--- src/rtl/fnd_pkg.sv ---
// Shared types, segment constants and helpers for the multiplexed 7-segment scan controller.
package fnd_pkg;

  typedef enum logic [1:0] {
    ST_IDLE,
    ST_CONV,
    ST_COMMIT
  } conv_state_e;

  // Segment patterns are bits6:0 = g..a, active-low.
  localparam logic [6:0] SEG_DASH  = 7'h3F;
  localparam logic [6:0] SEG_BLANK = 7'h7F;

  function automatic logic [6:0] seg7_encode(input logic [3:0] nib);
    logic [6:0] s;
    case (nib)
      4'h0: s = 7'h40;
      4'h1: s = 7'h79;
      4'h2: s = 7'h24;
      4'h3: s = 7'h30;
      4'h4: s = 7'h19;
      4'h5: s = 7'h12;
      4'h6: s = 7'h02;
      4'h7: s = 7'h78;
      4'h8: s = 7'h00;
      4'h9: s = 7'h10;
      4'hA: s = 7'h08;
      4'hB: s = 7'h03;
      4'hC: s = 7'h46;
      4'hD: s = 7'h21;
      4'hE: s = 7'h06;
      default: s = 7'h0E;
    endcase
    return s;
  endfunction

  function automatic logic [63:0] pow10(input int n);
    logic [63:0] r;
    r = 64'd1;
    for (int i = 0; i < n; i++) r = r * 64'd10;
    return r;
  endfunction

endpackage

--- src/rtl/fnd_scan_controller_if.sv ---
// Value handshake between a producer and the scan controller.
interface fnd_scan_controller_if #(
  parameter int NUM_DIGITS = 4,
  parameter int VALUE_W    = 14
) ();
  logic [VALUE_W-1:0]    i_value;
  logic [NUM_DIGITS-1:0] i_dp;
  logic                  i_valid;
  logic                  o_ready;
  logic                  o_update;

  modport master (output i_value, i_dp, i_valid, input  o_ready, o_update);
  modport slave  (input  i_value, i_dp, i_valid, output o_ready, o_update);
endinterface

--- src/rtl/bin2bcd_seq.sv ---
// Sequential shift-add-3 binary to BCD converter, one input bit per cycle.
module bin2bcd_seq #(
  parameter int VALUE_W    = 14,
  parameter int NUM_DIGITS = 4
) (
  input  logic                    clk,
  input  logic                    rst_n,
  input  logic                    start_i,
  input  logic [VALUE_W-1:0]      bin_i,
  output logic                    busy_o,
  output logic                    done_o,
  output logic [4*NUM_DIGITS-1:0] bcd_o
);
  localparam int BCD_W = 4 * NUM_DIGITS;
  localparam int CNT_W = $clog2(VALUE_W + 1);

  logic [VALUE_W-1:0] sh_q;
  logic [BCD_W-1:0]   bcd_q, adj;
  logic [CNT_W-1:0]   cnt_q;
  logic               busy_q;

  always_comb begin
    adj = bcd_q;
    for (int k = 0; k < NUM_DIGITS; k++)
      if (bcd_q[4*k +: 4] >= 4'd5) adj[4*k +: 4] = bcd_q[4*k +: 4] + 4'd3;
  end

  // done marks the final shift; the result is stable from the next cycle on.
  assign done_o = busy_q && (cnt_q == CNT_W'(VALUE_W - 1));
  assign busy_o = busy_q;
  assign bcd_o  = bcd_q;

  always_ff @(posedge clk or negedge rst_n) begin
    if (!rst_n) begin
      sh_q   <= '0;
      bcd_q  <= '0;
      cnt_q  <= '0;
      busy_q <= 1'b0;
    end else if (start_i) begin
      sh_q   <= bin_i;
      bcd_q  <= '0;
      cnt_q  <= '0;
      busy_q <= 1'b1;
    end else if (busy_q) begin
      bcd_q <= {adj[BCD_W-2:0], sh_q[VALUE_W-1]};
      sh_q  <= sh_q << 1;
      cnt_q <= cnt_q + CNT_W'(1);
      if (done_o) busy_q <= 1'b0;
    end
  end
endmodule

--- src/rtl/fnd_scan_controller.sv ---
// N-digit common-anode 7-segment scan driver: sequential BCD conversion, atomic
// shadow commit, leading-zero blanking, dp, overflow dashes and brightness PWM.
module fnd_scan_controller
  import fnd_pkg::*;
#(
  parameter int CLK_HZ     = 100_000_000,
  parameter int SCAN_HZ    = 1_000,
  parameter int NUM_DIGITS = 4,
  parameter int VALUE_W    = 14
) (
  input  logic                  clk,
  input  logic                  reset,
  fnd_scan_controller_if.slave  bus,
  input  logic                  i_blank_lz,
  input  logic [3:0]            i_bright,
  output logic [NUM_DIGITS-1:0] fnd_com,
  output logic [7:0]            fnd_data
);
  localparam int TICK_DIV = CLK_HZ / SCAN_HZ;
  localparam int TCK_W    = $clog2(TICK_DIV);
  localparam int IDX_W    = (NUM_DIGITS > 1) ? $clog2(NUM_DIGITS) : 1;
  localparam int BCD_W    = 4 * NUM_DIGITS;
  localparam logic [63:0] OVF_LIM = pow10(NUM_DIGITS) - 64'd1;

  logic [TCK_W-1:0]      tck_q;
  logic [IDX_W-1:0]      scan_q;
  logic [3:0]            pwm_q;
  logic                  tick;

  conv_state_e           state_q;
  logic                  ready_q, upd_q;
  logic [NUM_DIGITS-1:0] cap_dp_q;
  logic                  cap_ovf_q;
  logic [BCD_W-1:0]      shd_bcd_q;
  logic [NUM_DIGITS-1:0] shd_dp_q;
  logic                  shd_ovf_q;

  logic                  accept, cv_busy, cv_done;
  logic [BCD_W-1:0]      cv_bcd;

  logic [NUM_DIGITS-1:0] blank;
  logic                  zero_above;
  logic [3:0]            nib;
  logic [6:0]            seg;
  logic [NUM_DIGITS-1:0] com_d, com_q;
  logic [7:0]            data_d, data_q;

  assign tick   = (tck_q == TCK_W'(TICK_DIV - 1));
  assign accept = (state_q == ST_IDLE) && bus.i_valid && ready_q;

  bin2bcd_seq #(.VALUE_W(VALUE_W), .NUM_DIGITS(NUM_DIGITS)) u_conv (
    .clk     (clk),
    .rst_n   (reset),
    .start_i (accept),
    .bin_i   (bus.i_value),
    .busy_o  (cv_busy),
    .done_o  (cv_done),
    .bcd_o   (cv_bcd)
  );

  always_ff @(posedge clk or negedge reset) begin
    if (!reset) begin
      tck_q  <= '0;
      scan_q <= '0;
      pwm_q  <= '0;
    end else begin
      tck_q <= tick ? '0 : tck_q + TCK_W'(1);
      pwm_q <= pwm_q + 4'd1;
      if (tick) scan_q <= (scan_q == IDX_W'(NUM_DIGITS - 1)) ? '0 : scan_q + IDX_W'(1);
    end
  end

  always_ff @(posedge clk or negedge reset) begin
    if (!reset) begin
      state_q   <= ST_IDLE;
      ready_q   <= 1'b1;
      upd_q     <= 1'b0;
      cap_dp_q  <= '0;
      cap_ovf_q <= 1'b0;
      shd_bcd_q <= '0;
      shd_dp_q  <= '0;
      shd_ovf_q <= 1'b0;
    end else begin
      upd_q <= 1'b0;
      case (state_q)
        ST_IDLE: if (accept) begin
          cap_dp_q  <= bus.i_dp;
          cap_ovf_q <= (64'(bus.i_value) > OVF_LIM);
          ready_q   <= 1'b0;
          state_q   <= ST_CONV;
        end
        ST_CONV: begin
          if (cv_done) state_q <= ST_COMMIT;
          else if (!cv_busy) begin
            // Converter lost its job; drop the value rather than wedge.
            ready_q <= 1'b1;
            state_q <= ST_IDLE;
          end
        end
        ST_COMMIT: begin
          shd_bcd_q <= cv_bcd;
          shd_dp_q  <= cap_dp_q;
          shd_ovf_q <= cap_ovf_q;
          upd_q     <= 1'b1;
          ready_q   <= 1'b1;
          state_q   <= ST_IDLE;
        end
        default: state_q <= ST_IDLE;
      endcase
    end
  end

  // A digit blanks when it and every digit above it are zero.
  always_comb begin
    blank      = '0;
    zero_above = 1'b1;
    for (int k = NUM_DIGITS - 1; k >= 0; k--) begin
      zero_above = zero_above && (shd_bcd_q[4*k +: 4] == 4'd0);
      blank[k]   = i_blank_lz && (k > 0) && zero_above;
    end
  end

  always_comb begin
    nib = shd_bcd_q[4*int'(scan_q) +: 4];
    if (shd_ovf_q)           seg = SEG_DASH;
    else if (blank[scan_q])  seg = SEG_BLANK;
    else                     seg = seg7_encode(nib);
    data_d = {~shd_dp_q[scan_q], seg};
    com_d  = '1;
    if (i_bright == 4'hF || pwm_q < i_bright) com_d[scan_q] = 1'b0;
  end

  always_ff @(posedge clk or negedge reset) begin
    if (!reset) begin
      com_q  <= '1;
      data_q <= 8'hFF;
    end else begin
      com_q  <= com_d;
      data_q <= data_d;
    end
  end

  assign fnd_com      = com_q;
  assign fnd_data     = data_q;
  assign bus.o_ready  = ready_q;
  assign bus.o_update = upd_q;
endmodule

--- src/flat_wrapper.sv ---
// flat-port wrapper written by rule: the top's interface ports become plain ports
module fnd_scan_controller_flat import fnd_pkg::*;
#(
  parameter int CLK_HZ     = 100_000_000,
  parameter int SCAN_HZ    = 1_000,
  parameter int NUM_DIGITS = 4,
  parameter int VALUE_W    = 14
)
  (clk, reset, i_blank_lz, i_bright, fnd_com, fnd_data, bus_i_value, bus_i_dp, bus_i_valid, bus_o_ready, bus_o_update);
  fnd_scan_controller_if #(.NUM_DIGITS(NUM_DIGITS), .VALUE_W(VALUE_W)) bus_i ();
  input  logic clk;
  input  logic reset;
  input  logic i_blank_lz;
  input  logic [3:0] i_bright;
  output logic [NUM_DIGITS-1:0] fnd_com;
  output logic [7:0] fnd_data;
  input wire logic [$bits(bus_i.i_value)-1:0] bus_i_value;
  input wire logic [$bits(bus_i.i_dp)-1:0] bus_i_dp;
  input wire logic [$bits(bus_i.i_valid)-1:0] bus_i_valid;
  output wire logic [$bits(bus_i.o_ready)-1:0] bus_o_ready;
  output wire logic [$bits(bus_i.o_update)-1:0] bus_o_update;
  assign bus_i.i_value = bus_i_value;
  assign bus_i.i_dp = bus_i_dp;
  assign bus_i.i_valid = bus_i_valid;
  assign bus_o_ready = bus_i.o_ready;
  assign bus_o_update = bus_i.o_update;
  fnd_scan_controller #(.CLK_HZ(CLK_HZ), .SCAN_HZ(SCAN_HZ), .NUM_DIGITS(NUM_DIGITS), .VALUE_W(VALUE_W)) u_core (.clk(clk), .reset(reset), .bus(bus_i), .i_blank_lz(i_blank_lz), .i_bright(i_bright), .fnd_com(fnd_com), .fnd_data(fnd_data));
endmodule
--- config.mk ---
export PLATFORM = sky130hd
export DESIGN_NAME = fnd_scan_controller_flat
export DESIGN_NICKNAME = d
export VERILOG_FILES = /design/src/rtl/fnd_pkg.sv /design/src/rtl/fnd_scan_controller_if.sv /design/src/rtl/bin2bcd_seq.sv /design/src/rtl/fnd_scan_controller.sv /design/src/flat_wrapper.sv
export SDC_FILE = /design/constraint.sdc
export NUM_CORES = 1
export LEC_CHECK = 0
export ABC_AREA = 1
export CORE_MARGIN = 3
export CORE_UTILIZATION = 28
export CTS_BUF_LIST = sky130_fd_sc_hd__clkbuf_16
export CTS_CLUSTER_DIAMETER = 80
export DETAILED_ROUTE_END_ITERATION = 16
export SLEW_MARGIN = 20
export SYNTH_ARGS = -nofsm -noshare
export SYNTH_HDL_FRONTEND = slang
export SYNTH_SLANG_ARGS = --single-unit
--- constraint.sdc ---
create_clock -name clk -period 2 [get_ports clk]
set_clock_uncertainty 0.05 [all_clocks]
set_input_delay 0.5 -clock clk [delete_from_list [all_inputs] [get_ports clk]]
set_output_delay 0.5 -clock clk [all_outputs]
set_load 0.1 [all_outputs]
[Yosys cells after proc, flatten, opt, wreduce, memory -nomap -nowiden]
Memory sizes are Yosys's and may differ from the RTL's.
Cells that the tools add are included.
Cells by class
  shifts and indexed selects: 1
  bitwise operators: 2
  muxes and demuxes: 33
  $lt $le $gt $ge: 8
  reduce and logical (&&, ||, !) cells: 19
  equality and inequality tests: 10
  add/sub/neg operators: 8
Operators by type and width (count)
  $mux W16: 2
  $mux W14: 2
  $mux W4: 6
  $add A17 B1 Y17 const B: 1
  $eq A17 B17 Y1 const B: 1
  $mux W17: 1
  $ge A4 B3 Y1 const B: 4
  $shiftx A16 B5 Y4: 1
  $gt A14 B14 Y1 const B: 1
  $mux W7: 2
  $add A4 B2 Y4 const B: 3
  $logic_not A4 Y1: 3
  $mux W1: 10
  $logic_and A1 B1 Y1: 9
  $add A4 B1 Y4 const B: 2
  $eq A4 B4 Y1 const B: 2
  $mux W2: 4
  $bmux W1 S2: 2
  $eq A2 B2 Y1 const B: 2
  $lt A4 B4 Y1: 1
  $ne A2 B2 Y1 const B: 2
  $not A4 Y4: 1
  $pmux W2 S2: 1
  $reduce_and A2 Y1: 2
  other kinds (16): 16
Storage, ports and cells
  memories: 1
  memory bits (read-only): 112
  register bits: 100
  output and inout port bits: 14
Memory list
  (no name shown): depth 16, bits a word 7, rd ports 1, clocked after Yosys merged registers in 0, write ports 0, RTL line fnd_pkg.sv:16  | case (nib)

[Longest topological paths before layout]
Gate-level depths: netlist (run 1).
  depth after elaboration: 8
  depth in mapped cells: 13

[Hierarchy]
A second synthesis (run 1) with hierarchy kept.
Unflattened totals
  cells, all modules: 649
  area, all modules: 5373.9 µm²
By module, submodules not included
  fnd_scan_controller: times used 1, cells an instance 415, area an instance 3468.3 µm², sequential area each 1642.8 µm²
  bin2bcd_seq: times used 1, cells an instance 234, area an instance 1905.6 µm², sequential area each 875.8 µm²

[Worst setup path after synthesis (run 1)]
No wires, ideal clock.
  path kind: flip-flop to flip-flop
  from: register u_core.ready_q, in the netlist u_core.bus.o_ready
  to: register u_core.u_conv.bcd_q[13], in the netlist u_core.u_conv.bcd_o[13]
  slack: 0.184 ns
  data required time: 1.820 ns
  buffers on the path: 2
  arrival time: 1.636 ns
  period minus slack after synthesis: 1.816 ns
  stages on the path, launching flop included: 8
  library setup time: 0.130 ns
  path through: dfstp_2 nand3_1 buf_4 nand2_2 buf_2 a21oi_1 o21ai_0 o21ai_0
Between the ends
  cells in the longest elaborated chain, start to end: 2
  elaborated cells on any way between the ends: 3
  classes of those cells: 1 x mux; 2 x reduce/logical
RTL lines
  start, declared: RTL line fnd_scan_controller.sv:31  | logic ready_q, upd_q;
  start signal, assigned: RTL line fnd_scan_controller.sv:76  | ready_q <= 1'b1;
  start signal, assigned: RTL line fnd_scan_controller.sv:89  | ready_q <= 1'b0;
  start signal, assigned: RTL line fnd_scan_controller.sv:96  | ready_q <= 1'b1;
  $logic_and A1 B1 Y1 *: RTL line fnd_scan_controller.sv:49  | assign accept = (state_q == ST_IDLE) && bus.i_valid && ready_q;
  $mux W16 / $reduce_bool A2 Y1 (equally long branches)
  end signal, assigned: RTL line bin2bcd_seq.sv:45  | bcd_q <= {adj[BCD_W-2:0], sh_q[VALUE_W-1]};
  end, declared: RTL line bin2bcd_seq.sv:18  | logic [BCD_W-1:0] bcd_q, adj;
Mark *: on every way between the ends. The rest lies on a longest branch, timed or not.
A chain may end at the register's enable or synchronous reset.

[Worst setup path in the final report (run 1)]
  from: register u_core.scan_q[0]
  to: register u_core.data_q[6], in the netlist u_core.fnd_data[6]
Between the ends
  cells in the longest elaborated chain, start to end: 4
  elaborated cells on any way between the ends: 6
  classes of those cells: 1 x shift; 4 x mux; 1 x memory
RTL lines
  start, declared: RTL line fnd_scan_controller.sv:26  | logic [IDX_W-1:0] scan_q;
  start signal, assigned: RTL line fnd_scan_controller.sv:69  | if (tick) scan_q <= (scan_q == IDX_W'(NUM_DIGITS - 1)) ? '0 : scan_q + IDX_W'(1);
  $shiftx A16 B5 Y4 / $bmux W1 S2 (equally long branches): RTL line fnd_scan_controller.sv:124, fnd_scan_controller.sv:126
  $mem_v2 Z16 W7 / $mux W1 (equally long branches)
  $mux W7 *: RTL line fnd_scan_controller.sv:126  | else if (blank[scan_q]) seg = SEG_BLANK;
  $mux W7 *: RTL line fnd_scan_controller.sv:125  | if (shd_ovf_q) seg = SEG_DASH;
  named net u_core.data_d[6]: RTL line fnd_scan_controller.sv:46  | logic [7:0] data_d, data_q;
  end signal, assigned: RTL line fnd_scan_controller.sv:139  | data_q <= data_d;
  end, declared: RTL line fnd_scan_controller.sv:46
Mark *: on every way through the listed nets, which the timed path passes. The rest lies on a longest branch. The select of a mux whose other input is x is not followed.

==> results.py, run 1 <==
metrics = {
    "run_status": {
        "status": "finished clean",
    },
    "critical_path": {
        "cp-end-kind": "register",
        "slowest_stage": "dfrtp_1",
        "critical_path_arrival_ns": 1.93,
        "path_delay_family": "simple AND/OR/NAND/NOR gates",
        "critPathKind": "reg2reg",
        "worstPathMaxFanout": 14,
        "critPathMaxStageDelay_ns": 0.39,
        "timing.critical_path.buf_inv": 2,
        "path_cells": "inv_2 > nand2_1 > nand3_1 > nand2_2 > inv_1 > ha_1 > nand2_1 > nand2_1 > nand2_1 > a21oi_1",
        "crit_path_frequent_cell": "nand2_1",
        "cp.required_ns": 2.20,
        "startpoint": "u_core.scan_q[0]$_DFFE_PN0N_",
        "timing.rr.start": "u_core.scan_q[0]$_DFFE_PN0N_",
        "startpoint_type": "register",
    },
    "route": {
        "drtPass1Iterations": 4,
        "route.vias.total": 3850,
        "drt-total-wl_um": 10100,
        "ant_nets": 0,
        "drc": 0,
        "first_iter_violations": 210,
        "wl_per_cell_um": 11.6,
        "viasPerCell": 4.43,
    },
    "synthesis": {
        "synth_compound_area_share_pct": 11.3,
        "synth_top_family_by_area": "simple AND/OR/NAND/NOR gates",
        "postSynthAreaPerCell_sq_um": 8.62,
        "synth.area.top_cells": "dfrtp_1 (43%), nand2_1 (9.7%), ha_1 (7.4%), dfstp_2 (6.7%), inv_1 (5.9%)",
        "syn_area_sq_mm": 0.00508,
        "yosys_warnings": 0,
        "synth_edf_count": 0,
        "syn_inst": 590,
        "synth_simple_gate_area_share_pct": 21.5,
        "synthAdderAreaFrac_pct": 7.38,
        "ys_async_sr_fraction_pct": 100,
        "ys.flop_type": "dfrtp_1",
        "syn_nets": 646,
        "synthMuxAreaShare_pct": 0,
        "synth_top_area_cell": "dfrtp_1",
        "yosysTopAreaCellShare_pct": 42.8,
        "synth.yosys.seq_area_share_pct": 49.5,
        "synth_xor_area_share_pct": 2.41,
        "synth.distinct_cells": 34,
        "ys_ff_latch": 100,
    },
    "final_layout": {
        "fin_cells": 869,
        "drive_above_1_share_pct": 13.0,
        "nNetsFinal": 695,
        "layout_common_cells": "nand2_1 (131), dfrtp_1 (87), inv_1 (80), o21ai_0 (47), nor2_1 (40)",
        "multi_input_area_sq_mm": 0.00216,
        "antennaDiodeCount": 0,
        "area_growth_pct": 23.3,
        "nFillCells": 1817,
        "utilization_pct": 35.7,
        "seq_area_sq_mm": 0.00252,
        "mostFrequentLayoutCell": "nand2_1",
    },
    "pwr": {
        "leakagePower_uw": 0.00295,
        "power.total_uw": 8580,
        "power_per_cell_area_mw_per_mm2": 1370,
        "max-vdd-ir-drop_mv": 1.04,
    },
    "cts": {
        "clock_path_buffers": 2,
        "cts_tree": "built",
        "post_cts_buffers": 0,
        "clkTransAtPathRegs_ns": 0.07,
        "insertion_delay_ns": 0.34,
        "cts_buffers": 9,
        "clock-sinks": 100,
        "hold_buffers": 0,
        "cts_max_level": 3,
        "cts-root-buf": "clkbuf_16",
        "cts_resized": 0,
    },
    "sta": {
        "finalCritPeriodShare_pct": 86.4,
        "maxSlewViolCount": 0,
        "relSlewSlack_pct": 69.2,
        "setup_violations": 0,
        "worstMarginPinSlew_ns": 0.462,
        "hold_slack_ns": 0.0579,
        "setup_tns_ns": 0,
        "hold_viol_final": 0,
        "fmax_ghz": 0.579,
        "rsz0062_at_grt": "no",
        "min_period_ns": 1.73,
    },
    "grt": {
        "antenna_found_initial": 0,
        "gr-total-overflow": 0,
        "grt_start_max_net_pins": 43,
        "grt_pass1_vias": 3719,
        "grt_pass1_wl_um": 17600,
        "grtUsageTotal_pct": 10.7,
    },
    "job": {
        "drv_cap": 0,
    },
    "floorplan": {
        "io_pins": 40,
        "dieArea_sq_mm": 0.0198,
        "start_util_pct": 29.0,
        "chipHeight_um": 141,
        "rows": 48,
        "die_w_um": 141,
        "coreArea_sq_mm": 0.0175,
    },
    "place": {
        "gp_congestion": 0.798,
        "io_buffers": 39,
        "dp_hpwl_um": 7360,
        "place_inst": 853,
    },
    "hold_path": {
        "hp-class": "in2async",
    },
}
area by class of cell:
| cell class | instances | share of cell area [%] |
|---|---|---|
| multi-input cells | 389 | 34.5 |
| inverters | 86 | 5.15 |
| well taps | 225 | 4.49 |
| flip-flops and latches | 100 | 40.2 |
| repair buffers | 53 | 10.5 |
| clock buffers | 9 | 3.59 |
| clock inverters | 7 | 1.56 |
worst paths after layout:
check	slack, ns	to	cells past startpoint
worst max-delay path	0.27	u_core.fnd_data[6]$_DFF_PN1_	10
worst min-delay path	0.06	u_core.tck_q[11]$_DFF_PN0_	1
worst max register to register	0.27	u_core.fnd_data[6]$_DFF_PN1_	10
worst min register to register	0.35	u_core.fnd_data[6]$_DFF_PN1_	1
max in group asynchronous	1.21	u_core.fnd_data[1]$_DFF_PN1_	2
min in group clk	0.35	u_core.fnd_data[6]$_DFF_PN1_	1
logic make-up after synthesis:
kind of cell / Yosys count
adders and majority gates: 30
DFF: 100
and+or+nand+nor: 243
AOI/OAI and AO/OA: 102
buffers and inverters: 101
xor gates and xnor gates: 14
Yosys cell counts (2+ instances only):
library cell / number
a21oi_1: 31
buf_2: 4
buf_4: 3
clkbuf_1: 6
dfrtp_1: 87
dfstp_2: 13
ha_1: 30
inv_1: 80
inv_2: 6
nand2_1: 131
nand2_2: 4
nand2_4: 2
nand3_1: 35
nand3_2: 5
nand4_1: 7
nor2_1: 40
nor3_1: 8
o21ai_0: 47
o21ai_1: 2
o221ai_1: 13
o22ai_1: 7
or2_2: 5
xnor2_1: 3
xor2_1: 11
metrics by stage:
step                      setup slack [ns]  area (sq um)
after floorplan                      0.184          5080
after global routing                0.0676          6270
after global placement              0.0691          5940
after detailed placement            0.0168          5940
final                                0.272          6270
after CTS                            0.258          6270
layer usage:
metal | vias to the layer above | share of wire, % | GRT usage [%]
li1 | 2017 | - | -
met1 | 1773 | 51 | 15.0
met2 | 58 | 45 | 16.4
met3 | 2 | 3.0 | 2.58
met4 | 0 | 0.42 | 2.75
met5 | - | 0 | 0
report_power, final:
group / internal [uW] / switching (uW) / leakage (uW) / total [uW]
logic: 1340 / 2230 / 0.00153 / 3570
registers: 2720 / 414 / 0.00126 / 3140
clock network: 1110 / 769 / 0.000158 / 1870
sequential cells by signal, summed over array words and instances, names as in the netlist:
signal / count
u_core.cap_ovf_q: 1
u_core.u_conv.busy_o: 1
u_core.shd_ovf_q: 1
u_core.pwm_q: 4
u_core.fnd_data: 8
u_core.fnd_com: 4
u_core.tck_q: 17
u_core.state_q: 2
u_core.bus.o_ready: 1
u_core.shd_dp_q: 4
u_core.scan_q: 2
u_core.u_conv.cnt_q: 4
u_core.cap_dp_q: 4
u_core.shd_bcd_q: 16
u_core.u_conv.bcd_o: 16
u_core.u_conv.sh_q: 14
u_core.bus.o_update: 1
Power figures use the tool's default switching activity.
==> run 2: changes to the inputs <==
==> constraint.sdc (replaced) <==
create_clock -name clk -period 2.2 [get_ports clk]
set_clock_uncertainty 0.05 [all_clocks]
set_input_delay 0.55 -clock clk [delete_from_list [all_inputs] [get_ports clk]]
set_output_delay 0.55 -clock clk [all_outputs]
set_load 0.1 [all_outputs]
==> results.py, run 2 (same netlist as run 1, synthesis figures left out) <==
metrics = {
    "route": {
        "drtPass1Iterations": 5,
        "ant_nets": 0,
        "wl_per_cell_um": 11.5,
        "drt-total-wl_um": 10000,
        "viasPerCell": 4.38,
        "drc": 0,
        "route.vias.total": 3804,
        "first_iter_violations": 212,
    },
    "pwr": {
        "max-vdd-ir-drop_mv": 0.859,
        "leakagePower_uw": 0.00295,
        "power.share.combinational_pct": 40.8,
        "p_seq_share_pct": 36.4,
        "p_sw_share_pct": 39.1,
        "net-switching-power_uw": 3060,
        "power_per_cell_area_mw_per_mm2": 1250,
        "power.total_uw": 7820,
        "intPower_uw": 4760,
        "pwr-share-clk_pct": 22.8,
    },
    "floorplan": {
        "start_util_pct": 29.0,
        "io_pins": 40,
        "die_w_um": 141,
        "rows": 48,
        "dieArea_sq_mm": 0.0198,
        "chipHeight_um": 141,
        "coreArea_sq_mm": 0.0175,
    },
    "grt": {
        "grt_pass1_wl_um": 17300,
        "antenna_found_initial": 0,
        "grtUsageTotal_pct": 10.6,
        "grt_pass1_vias": 3711,
        "grt_start_max_net_pins": 43,
        "gr-total-overflow": 0,
    },
    "critical_path": {
        "reg2reg_to": "u_core.state_q[0]$_DFFE_PN0P_",
        "timing.critical_path.buf_inv": 2,
        "path_cells": "inv_1 > ha_1 > nand3_1 > buf_4 > nand2_1 > o21ai_0 > nor2_1 > a21oi_1",
        "slowest_stage": "dfrtp_1",
        "worstRegToRegCells": 8,
        "cp-end-kind": "register",
        "cp.required_ns": 2.38,
        "r2r_setup_slack_ns": 0.48,
        "startpoint_type": "register",
        "timing.rr.start": "u_core.state_q[0]$_DFFE_PN0P_",
        "critPathMaxStageDelay_ns": 0.41,
        "worstPathMaxFanout": 7,
        "critical_path_arrival_ns": 1.90,
        "path_delay_family": "simple AND/OR/NAND/NOR gates",
        "critPathKind": "reg2reg",
    },
    "cts": {
        "clock_path_buffers": 2,
        "cts_resized": 0,
        "clkTransAtPathRegs_ns": 0.07,
        "insertion_delay_ns": 0.35,
        "clock-sinks": 100,
        "cts_max_level": 3,
        "hold_buffers": 0,
        "cts_tree": "built",
        "post_cts_buffers": 0,
        "cts_buffers": 9,
        "cts-root-buf": "clkbuf_16",
    },
    "final_layout": {
        "mostFrequentLayoutCell": "nand2_1",
        "largest_register_ffs": 17,
        "largest-register": "u_core.tck_q",
        "nNetsFinal": 694,
        "area_growth_pct": 23.0,
        "fin_cells": 868,
        "layout_common_cells": "nand2_1 (131), dfrtp_1 (87), inv_1 (81), o21ai_0 (47), nor2_1 (40)",
        "antennaDiodeCount": 0,
        "drive_above_1_share_pct": 12.6,
    },
    "sta": {
        "worstMarginPinSlew_ns": 0.437,
        "min_period_ns": 1.72,
        "setup_tns_ns": 0,
        "maxSlewViolCount": 0,
        "fmax_ghz": 0.580,
        "hold_viol_final": 0,
        "setup_violations": 0,
        "finalCritPeriodShare_pct": 78.3,
        "rsz0062_at_grt": "no",
        "relSlewSlack_pct": 70.5,
    },
    "place": {
        "dp_hpwl_um": 7350,
        "io_buffers": 39,
        "gp_congestion": 0.815,
        "place_inst": 852,
    },
    "run_status": {
        "status": "finished clean",
    },
    "hold_path": {
        "hp-class": "in2async",
    },
    "job": {
        "drv_cap": 0,
    },
}
[run 2: power groups by stage]
stage	sequential (uW)	clock [uW]	combinational [uW]
detailed placement	2880	0	3210
CTS	2850	1850	3220
finish	2840	1780	3190
floorplan	3350	0	1760
global route	2920	1930	3610
global placement	2880	0	3180
[run 2: metrics by stage]
step                worst slack [ns]  utilization, %  hold slack, ns  area (sq um)
finish                         0.477            35.6          0.0955          6250
global route                   0.279            35.6           0.109          6250
CTS                            0.459            35.6          0.0945          6250
detailed placement             0.154            33.7           0.352          5910
global placement               0.217            33.7           0.345          5910
floorplan                      0.384               -           0.204          5080
[run 2: metal layers]
| metal | global-route usage [%] | routed length (um) |
|---|---|---|
| met1 | 14.9 | 5250 |
| met2 | 16.1 | 4370 |
| met3 | 2.85 | 332 |
| met4 | 2.75 | 45 |
| met5 | 0 | 0 |
[run 2: worst max path at each step]
| stage | from | end | slack, ns | cells past startpoint |
|---|---|---|---|---|
| after floorplan | u_core.bus.o_ready$_DFFE_PN1P_ | u_core.u_conv.bcd_o[13]$_DFFE_PN0P_ | 0.38 | 7 |
| after global placement | bus_i_valid | u_core.state_q[0]$_DFFE_PN0P_ | 0.22 | 7 |
| after detailed placement | i_bright[3] | u_core.fnd_com[1]$_DFF_PN1_ | 0.15 | 7 |
| after CTS | u_core.state_q[0]$_DFFE_PN0P_ | u_core.state_q[0]$_DFFE_PN0P_ | 0.46 | 8 |
| after global routing | u_core.scan_q[0]$_DFFE_PN0N_ | u_core.fnd_data[6]$_DFF_PN1_ | 0.28 | 10 |
| final | u_core.state_q[0]$_DFFE_PN0P_ | u_core.state_q[0]$_DFFE_PN0P_ | 0.48 | 8 |
[run 2: cell type report]
| type | count | area [sq um] |
|---|---|---|
| Clock inverter | 7 | 115 |
| Clock buffer | 9 | 225 |
| Timing Repair Buffer | 52 | 626 |
| Sequential cell | 100 | 2520 |
| Multi-Input combinational cell | 389 | 2160 |
| Fill cell | 1794 | 11300 |
| Tap cell | 225 | 282 |
| Inverter | 86 | 323 |
